==> config.mk <==
export PLATFORM = sky130hd
export DESIGN_NAME = commit_arbiter_s
export DESIGN_NICKNAME = d
export VERILOG_FILES = /design/src/rtl/pkg_tpu.sv /design/src/rtl/commit_arbiter_s_rr_arbiter.sv /design/src/rtl/commit_arbiter_s.sv
export SDC_FILE = /design/constraint.sdc
export NUM_CORES = 1
export LEC_CHECK = 0
export BUFFER_PORTS_ARGS = -buffer_cell sky130_fd_sc_hd__buf_2
export CAP_MARGIN = 20
export CORE_UTILIZATION = 38
export DETAILED_ROUTE_END_ITERATION = 6
export SYNTH_ARGS = -nofsm -noshare
export SYNTH_HDL_FRONTEND = slang
export SYNTH_SLANG_ARGS = --single-unit
==> constraint.sdc <==
create_clock -name clock -period 2.2 [get_ports clock]
set_input_delay 0.11 -clock clock [delete_from_list [all_inputs] [get_ports clock]]
set_output_delay 0.11 -clock clock [all_outputs]
set_load 0.1 [all_outputs]
==> src/rtl/pkg_tpu.sv <==
// rtl/pkg_tpu.sv - shared TPU scalar-unit types and commit source indices
package pkg_tpu;

    typedef logic [7:0] issue_no_t;

    localparam int N_COMMIT_SRC      = 3;
    localparam int COMMIT_SRC_LDST1  = 0;
    localparam int COMMIT_SRC_LDST2  = 1;
    localparam int COMMIT_SRC_MATH   = 2;

endpackage

==> src/rtl/commit_arbiter_s_rr_arbiter.sv <==
// rtl/commit_arbiter_s_rr_arbiter.sv - parameterised round-robin picker
module rr_arbiter #(
    parameter int N = 3,
    parameter int W = (N > 1) ? $clog2(N) : 1
) (
    input  logic [N-1:0] req,
    input  logic [W-1:0] last,
    output logic [N-1:0] grant,
    output logic [W-1:0] idx
);

    // Search last+1, last+2, ... modulo N and take the first requester.
    always_comb begin : pick
        logic found;
        int   j;
        found = 1'b0;
        j     = 0;
        grant = '0;
        idx   = '0;
        for (int k = 1; k <= N; k++) begin
            j = int'(last) + k;
            if (j >= N) begin
                j = j - N;
            end
            if (!found && req[j]) begin
                found    = 1'b1;
                grant[j] = 1'b1;
                idx      = W'(j);
            end
        end
    end

endmodule

==> src/rtl/commit_arbiter_s.sv <==
// rtl/commit_arbiter_s.sv - scalar commit arbiter; optional statistics under COMMIT_ARB_STAT_EN
module commit_arbiter_s
    import pkg_tpu::*;
#(
    parameter int N_SRC     = N_COMMIT_SRC,
    parameter int WIDTH_SRC = $clog2(N_SRC)
`ifdef COMMIT_ARB_STAT_EN
    ,
    parameter int WIDTH_CNT = 16
`endif
) (
    input  logic                       clock,
    input  logic                       reset,
    input  logic [N_SRC-1:0]           I_Req,
    input  issue_no_t [N_SRC-1:0]      I_No,
    output logic [N_SRC-1:0]           O_Busy,
    output logic                       O_Commit_Valid,
    output issue_no_t                  O_Commit_No,
    output logic [WIDTH_SRC-1:0]       O_Commit_Src,
    input  logic                       I_Commit_Ack,
    output logic [N_SRC-1:0]           O_Committed,
    output logic                       O_Err
`ifdef COMMIT_ARB_STAT_EN
    ,
    output logic [N_SRC-1:0][WIDTH_CNT-1:0] O_Grant_Cnt,
    output logic [WIDTH_CNT-1:0]            O_Stall_Cnt
`endif
);

    logic [N_SRC-1:0]      pend;
    issue_no_t [N_SRC-1:0] no_q;
    logic [WIDTH_SRC-1:0]  last;
    logic                  lock;
    logic [WIDTH_SRC-1:0]  lock_src;

    logic [N_SRC-1:0]      arb_grant;
    logic [WIDTH_SRC-1:0]  arb_idx;
    logic [N_SRC-1:0]      win_oh;
    logic [WIDTH_SRC-1:0]  win_idx;
    logic                  valid;
    logic                  fire;

    rr_arbiter #(
        .N (N_SRC),
        .W (WIDTH_SRC)
    ) u_rr (
        .req   (pend),
        .last  (last),
        .grant (arb_grant),
        .idx   (arb_idx)
    );

    // A presented-but-unacknowledged entry is frozen so a newly captured
    // higher-priority source cannot steal the slot mid-handshake.
    always_comb begin
        win_idx = lock ? lock_src : arb_idx;
        win_oh  = lock ? (N_SRC'(1) << lock_src) : arb_grant;
        valid   = |pend;
        fire    = valid & I_Commit_Ack;
    end

    // Outputs presented to the reorder buffer are zero when idle.
    always_comb begin
        O_Busy         = pend;
        O_Commit_Valid = valid;
        O_Commit_No    = valid ? no_q[win_idx] : '0;
        O_Commit_Src   = valid ? win_idx : '0;
    end

    // Holding slots, round-robin pointer, lock, committed pulse and sticky error.
    always_ff @(posedge clock) begin
        if (reset) begin
            pend        <= '0;
            no_q        <= '0;
            last        <= WIDTH_SRC'(N_SRC - 1);
            lock        <= 1'b0;
            lock_src    <= '0;
            O_Committed <= '0;
            O_Err       <= 1'b0;
        end else begin
            for (int i = 0; i < N_SRC; i++) begin
                if (fire && win_oh[i]) begin
                    pend[i] <= 1'b0;
                end else if (I_Req[i] && !pend[i]) begin
                    pend[i] <= 1'b1;
                    no_q[i] <= I_No[i];
                end
            end
            if (|(I_Req & pend)) begin
                O_Err <= 1'b1;
            end
            if (fire) begin
                last <= win_idx;
            end
            lock        <= valid & ~I_Commit_Ack;
            lock_src    <= win_idx;
            O_Committed <= fire ? win_oh : '0;
        end
    end

`ifdef COMMIT_ARB_STAT_EN
    // Saturating per-source grant counters and a shared stall counter.
    always_ff @(posedge clock) begin
        if (reset) begin
            O_Grant_Cnt <= '0;
            O_Stall_Cnt <= '0;
        end else begin
            for (int i = 0; i < N_SRC; i++) begin
                if (fire && win_oh[i] && (O_Grant_Cnt[i] != '1)) begin
                    O_Grant_Cnt[i] <= O_Grant_Cnt[i] + 1'b1;
                end
            end
            if (valid && !I_Commit_Ack && (O_Stall_Cnt != '1)) begin
                O_Stall_Cnt <= O_Stall_Cnt + 1'b1;
            end
        end
    end
`endif

endmodule

==> results of run 1 <==
## power groups by stage
stage	Sequential [uW]	Clock, uW	Combinational, uW
global placement	844	0	2120
finish	840	547	2390
detailed placement	840	0	2130
CTS	828	566	2260
floorplan	927	0	1380
global route	853	602	2510
## placed cells by master (no fill, tap or decap), types with 3 or more instances in the layout
cell type,instances
a21oi_1,9
a21oi_2,3
buf_12,12
buf_2,37
buf_4,36
buf_6,7
clkbuf_8,5
dfxtp_1,31
dfxtp_4,4
ha_1,3
inv_1,4
mux2i_1,27
mux2i_4,6
nand2_1,21
nand2b_1,5
nor2_1,21
nor3_1,4
nor3_4,3
o2bb2ai_4,8
## through the flow
stage | worst slack, ns | TNS, ns | hold slack [ns] | cell area [um2]
2_1_floorplan | -0.4063 | -5.643 | 0.1893 | 2345
3_3_place_gp | -0.3299 | -5.495 | 0.3407 | 3044
3_5_place_dp | -0.4007 | -6.734 | 0.3464 | 3044
4_1_cts | -0.5547 | -6.894 | 0.04847 | 3256
5_1_grt | -0.6113 | -10.86 | 0.05024 | 3378
6_report | -0.5102 | -6.990 | 0.05465 | 3378
## worst max-delay path by stage
stage / startpoint / endpoint / slack [ns] / cells after the start
floorplan: O_Busy[2] / O_Commit_No[0] / -0.41 / 8
detailed placement: last[1] / O_Commit_No[5] / -0.40 / 9
global route: last[1] / O_Commit_No[0] / -0.61 / 12
global placement: last[1] / O_Commit_No[5] / -0.33 / 9
finish: last[1] / O_Commit_No[4] / -0.51 / 12
CTS: last[1] / O_Commit_No[5] / -0.55 / 12
## state kept, by name, summed over array words and instances (netlist names)
signal / count
lock_src: 2
last: 2
no_q: 24
O_Committed: 3
lock: 1
O_Err: 1
O_Busy: 3
## routing by layer
layer / vias to the layer above / track usage (%)
li1: 963 / -
met1: 929 / 31.59
met2: 43 / 33.53
met3: 5 / 4.762
met4: 0 / 4.938
met5: - / 0
## cells in the mapped netlist, types with 2 or more instances
cell       number
o2bb2ai_1       8
nor2_1         23
nand2b_1        5
a21o_1          2
nor2b_1         2
nand2_1        23
ha_1            6
buf_6           5
a21oi_4         2
mux2i_1        35
nand3_1         2
buf_2           2
and2_1          2
a21oi_1        12
clkbuf_1        5
nor3_2          2
nor3_1          5
a21boi_0        2
o32ai_1         2
o21ai_2         2
inv_1           7
a211o_1         2
dfxtp_1        36
## critical path: stages, from the launching register on
cell       delay (ns)
dfxtp_2          0.34
inv_2            0.06
buf_6            0.11
ha_4             0.15
mux2_4           0.32
a21oi_4          0.20
buf_6            0.13
and3_4           0.19
o22ai_4          0.09
nor3_4           0.21
buf_12           0.18
o2bb2ai_4        0.13
buf_12           0.19
## cells by family after synthesis
group	share of synthesized area (%)
compound gates	19.72
buf+inv	5.747
mux	17.66
fa+ha+maj	3.630
simple gates	18.39
flops	34.85
## final cells by class
type	instances	area, um2	share of cell area, %
Sequential cell	36	737.0	21.81
Multi-Input combinational cell	165	1642	48.59
Clock inverter	2	11.26	0.3333
Inverter	7	32.53	0.9630
Timing Repair Buffer	92	774.5	22.93
Tap cell	70	87.58	2.593
Clock buffer	6	93.84	2.778
## repair_timing
action / 4_1_cts / 5_1_grt
buffers inserted: 3 / 3
gates cloned: 1 / 0
resized for setup: 18 / 20
pin swaps: 8 / 11
endpoints found under the setup margin: 40 / 40
==> flow_summary.toml, run 1 <==
[timing]
timing.final.crit_share_pct = 123.2
worst_pin_slew_ns = 0.5877
period_needed_ns = 2.710
finalClockSkew_ns = 0.007963
rsz0062_at_grt = "true"
setup_slack_ns = -0.5102
finalHoldViolCount = 0
setup-violations-final = 38
max_freq_mhz = 369.0
slew_viol_final = 0
slew_headroom_pct = 60.78

[detailed_routing]
drtIter0Drc = 78
totalWireLength_um = 5790
detail_route.wl_per_cell_um = 15.32
dr_wl_met2_um = 2621
vias_per_cell = 5.132
ant_nets = 0
dr.max_layer_used = "met4"
wl_met1_um = 2891
firstDrtPassIters = 4
met3_length_um = 236
route.detailed.drc = 0
vias = 1940

[outcome]
violations = "negative setup slack"
status = "finished, violations left"

[power_and_ir_drop]
p_switching_uw = 1703
clkPwrFrac_pct = 14.5
power.internal_uw = 2077
p_leak_uw = 0.001423
power.switching_fraction_pct = 45.05
comb_power_share_pct = 63.3
p_per_area_mw_per_mm2 = 1119
pwr-share-seq_pct = 22.2
ir_drop_mv = 0.8394
finalPower_uw = 3780

[min_path]
hold_path_startpoint = "I_No[12]"
min_to = "no_q[12]"
hold_class = "input pin to flop"
holdPathStages = 3

[worst_setup_path]
required_ns = 2.09
r2r_slack_ns = -0.14
rr_startpoint = "last[1]"
path_class = "flop to output pin"
worst_r2r_path_depth = 10
cp.arrival_ns = 2.60
crit_path_end_kind = "output pin"
startpoint_type = "flop"
timing.rr.end = "no_q[18]"
critPathMaxFanout = 8

[finish]
nets = 343
nFillCells = 419
num_antenna_cells = 0
drive_gt1_share_pct = 52.60
utilization_pct = 65.31
layoutNonFillerInstCount = 378
syn2layout_area_growth_pct = 63.34

[logic_synthesis]
netlist.area_leader.share_pct = 34.85
synth_cell_types = 51
syn_inst = 220
async_flop_share_pct = 0
synth-seq-area-share_pct = 34.85
syn_avg_cell_area_um2 = 9.401
synth_nets = 256
synth_edf_count = 0
syn_area_mm2 = 0.002068
synth_ff_type = "dfxtp_1"
ys_seq_elements = 36
ys_warn_count = 0
synth.largest_area_cell = "dfxtp_1"
synth_area_leaders = "dfxtp_1 35%, mux2i_1 17%, nand2_1 4.2%"

[floorplanning]
num_io_pins = 48
start_util_pct = 39.99
die_h_um = 75.78
core_mm2 = 0.005172
rows = 26
die_w_um = 75.78
dieArea_mm2 = 0.005742

[grt]
grt_overflow = 0
grt_usage_pct = 21.99
grt_first_pass_wirelength_um = 9170
antenna_found_initial = 0
grt_pass1_vias = 1808
grt_start_max_net_pins = 25

[clocking]
ctsLongestPathBuffers = 2
cts_sinks = 36
root_buffer = "clkbuf_8"
cts-htree-levels = 2
clk_latency_ns = 0.29
cts_made_buffers = 5
clk_pin_slew_ns = 0.08
cts_tree = "done"
holdBufCountCts = 0

[run]
maxCapViolations = 0

[place]
portBuffers = 47
place_congestion = 0.8649
hpwl_um = 4446
dp.cells = 365
Note: power is estimated with default switching activity, not from simulation.
==> run 2, diff against run 1 <==
- CORE_ASPECT_RATIO: unset -> 0.7
==> run 2 against run 1 <==
Effect of this change: the run still ends with negative setup slack left; clock-buffer cell count decreased by 1; first-iteration DRC count increased by 88%; flip-flop and latch count stayed put; cell area rose by 5.2%; critical endpoint is now O_Commit_No[3]; via count grew 2.5%; non-clock buffer count up 12.
==> flow_summary.toml, run 2 (synthesis results as in run 1) <==
[outcome]
status = "finished, violations left"
violations = "negative setup slack"

[finish]
drive_gt1_share_pct = 55.63
top_register = "no_q"
utilization_pct = 67.94
num_antenna_cells = 0
largest_reg_flops = 24
nFillCells = 405
finish.instance_area_mm2 = 0.003553
nets = 355
syn2layout_area_growth_pct = 71.81
final_common_cell = "buf_2"
final_cell_mix = "37 x buf_2, 34 x buf_4, 31 x dfxtp_1"
multiInputGateArea_mm2 = 0.001679
seqCellArea_um2 = 737.0

[worst_setup_path]
r2r_slack_ns = -0.21
path_class = "flop to output pin"
startpoint_type = "flop"
rr_startpoint = "last[0]"
cp.arrival_ns = 2.68
critPathMaxFanout = 5
worst_r2r_path_depth = 11
timing.rr.end = "no_q[17]"
crit_path_end_kind = "output pin"
required_ns = 2.09

[clocking]
clk_pin_slew_ns = 0.08
cts_tree = "done"
cts-htree-levels = 2
cts_made_buffers = 5
clk_latency_ns = 0.29
holdBufCountCts = 0
root_buffer = "clkbuf_8"
ctsLongestPathBuffers = 2
cts_sinks = 36

[timing]
timing.final.crit_share_pct = 126.9
worst_pin_slew_ns = 0.6045
finalClockSkew_ns = 0.004081
setup_slack_ns = -0.5924
setup-violations-final = 37
slew_viol_final = 0
max_freq_mhz = 358.1
rsz0062_at_grt = "true"
period_needed_ns = 2.792
whs_ns = 0.05732
finalHoldViolCount = 0
slew_headroom_pct = 59.65

[floorplanning]
core_mm2 = 0.005230
die_h_um = 63.73
die_w_um = 90.18
rows = 22
num_io_pins = 48
dieArea_mm2 = 0.005746
start_util_pct = 39.55

[min_path]
holdPathStages = 3
hold_path_startpoint = "I_No[9]"
min_to = "no_q[9]"
hold_class = "input pin to flop"

[power_and_ir_drop]
ir_drop_mv = 0.7296
finalPower_uw = 3953
p_per_area_mw_per_mm2 = 1113
p_leak_uw = 0.001509

[detailed_routing]
ant_nets = 0
route.detailed.drc = 0
vias_per_cell = 5.074
totalWireLength_um = 6483
firstDrtPassIters = 4
vias = 1989
detail_route.wl_per_cell_um = 16.54
drtIter0Drc = 147

[grt]
grt_start_max_net_pins = 25
grt_usage_pct = 22.86
antenna_found_initial = 0
grt_overflow = 0
grt_pass1_vias = 1895
grt_first_pass_wirelength_um = 10060

[place]
dpl-instance-area_mm2 = 0.003047
place_ws_ns = -0.4180
place_congestion = 0.8882
hpwl_um = 4491
portBuffers = 47

[run]
maxCapViolations = 0
run 2: layout make-up:
cell class	instances	share of cell area [%]
clock inverter	3	0.5282
multi-input combinational	165	47.25
inverter	7	0.9859
timing repair buffer	104	26.02
clock buffer	5	1.937
tap	72	2.535
sequential	36	20.74
run 2: how the worst max path moves through the flow:
stage,slack (ns),start,to,depth (start not counted)
finish,-0.59,last[0],O_Commit_No[3],10
global route,-0.65,last[0],O_Commit_No[3],10
CTS,-0.54,last[1],O_Commit_No[7],11
detailed placement,-0.42,last[1],O_Commit_No[3],9
global placement,-0.34,last[0],O_Commit_No[5],12
floorplan,-0.41,O_Busy[2],O_Commit_No[0],8
run 2: worst max-delay path, stage by stage, from the launching register on:
cell	delay, ns
dfxtp_4	0.38
inv_6	0.05
ha_4	0.24
or3b_4	0.40
o21a_4	0.15
a31o_4	0.26
buf_6	0.12
a21o_4	0.22
mux2i_4	0.20
o2bb2ai_4	0.18
buf_12	0.19
run 2: power by group:
part / internal, uW / leakage, uW / switching, uW
sequential: 746 / 0.000299 / 107
clock: 221 / 0.0000479 / 244
combinational: 1190 / 0.00116 / 1440
total: 2160 / 0.00151 / 1790
run 2: timing repair:
item                       CTS  global route
gates cloned                 1             0
setup endpoints to repair   40            40
hold endpoints to repair     0             0
pin swaps                   17            11
gates resized for setup     41            21
setup buffers               11             8
run 2: stage by stage:
stage,setup TNS (ns),instances
2_1_floorplan,-5.643,220
3_3_place_gp,-5.417,367
3_5_place_dp,-6.639,367
4_1_cts,-8.327,386
5_1_grt,-12.78,392
6_report,-9.701,392
run 2: routing by layer:
layer	global-route usage, %	share of wire, %
met1	34.21	50
met2	32.82	42
met3	5.797	6.7
met4	4.032	0.68
met5	0	0
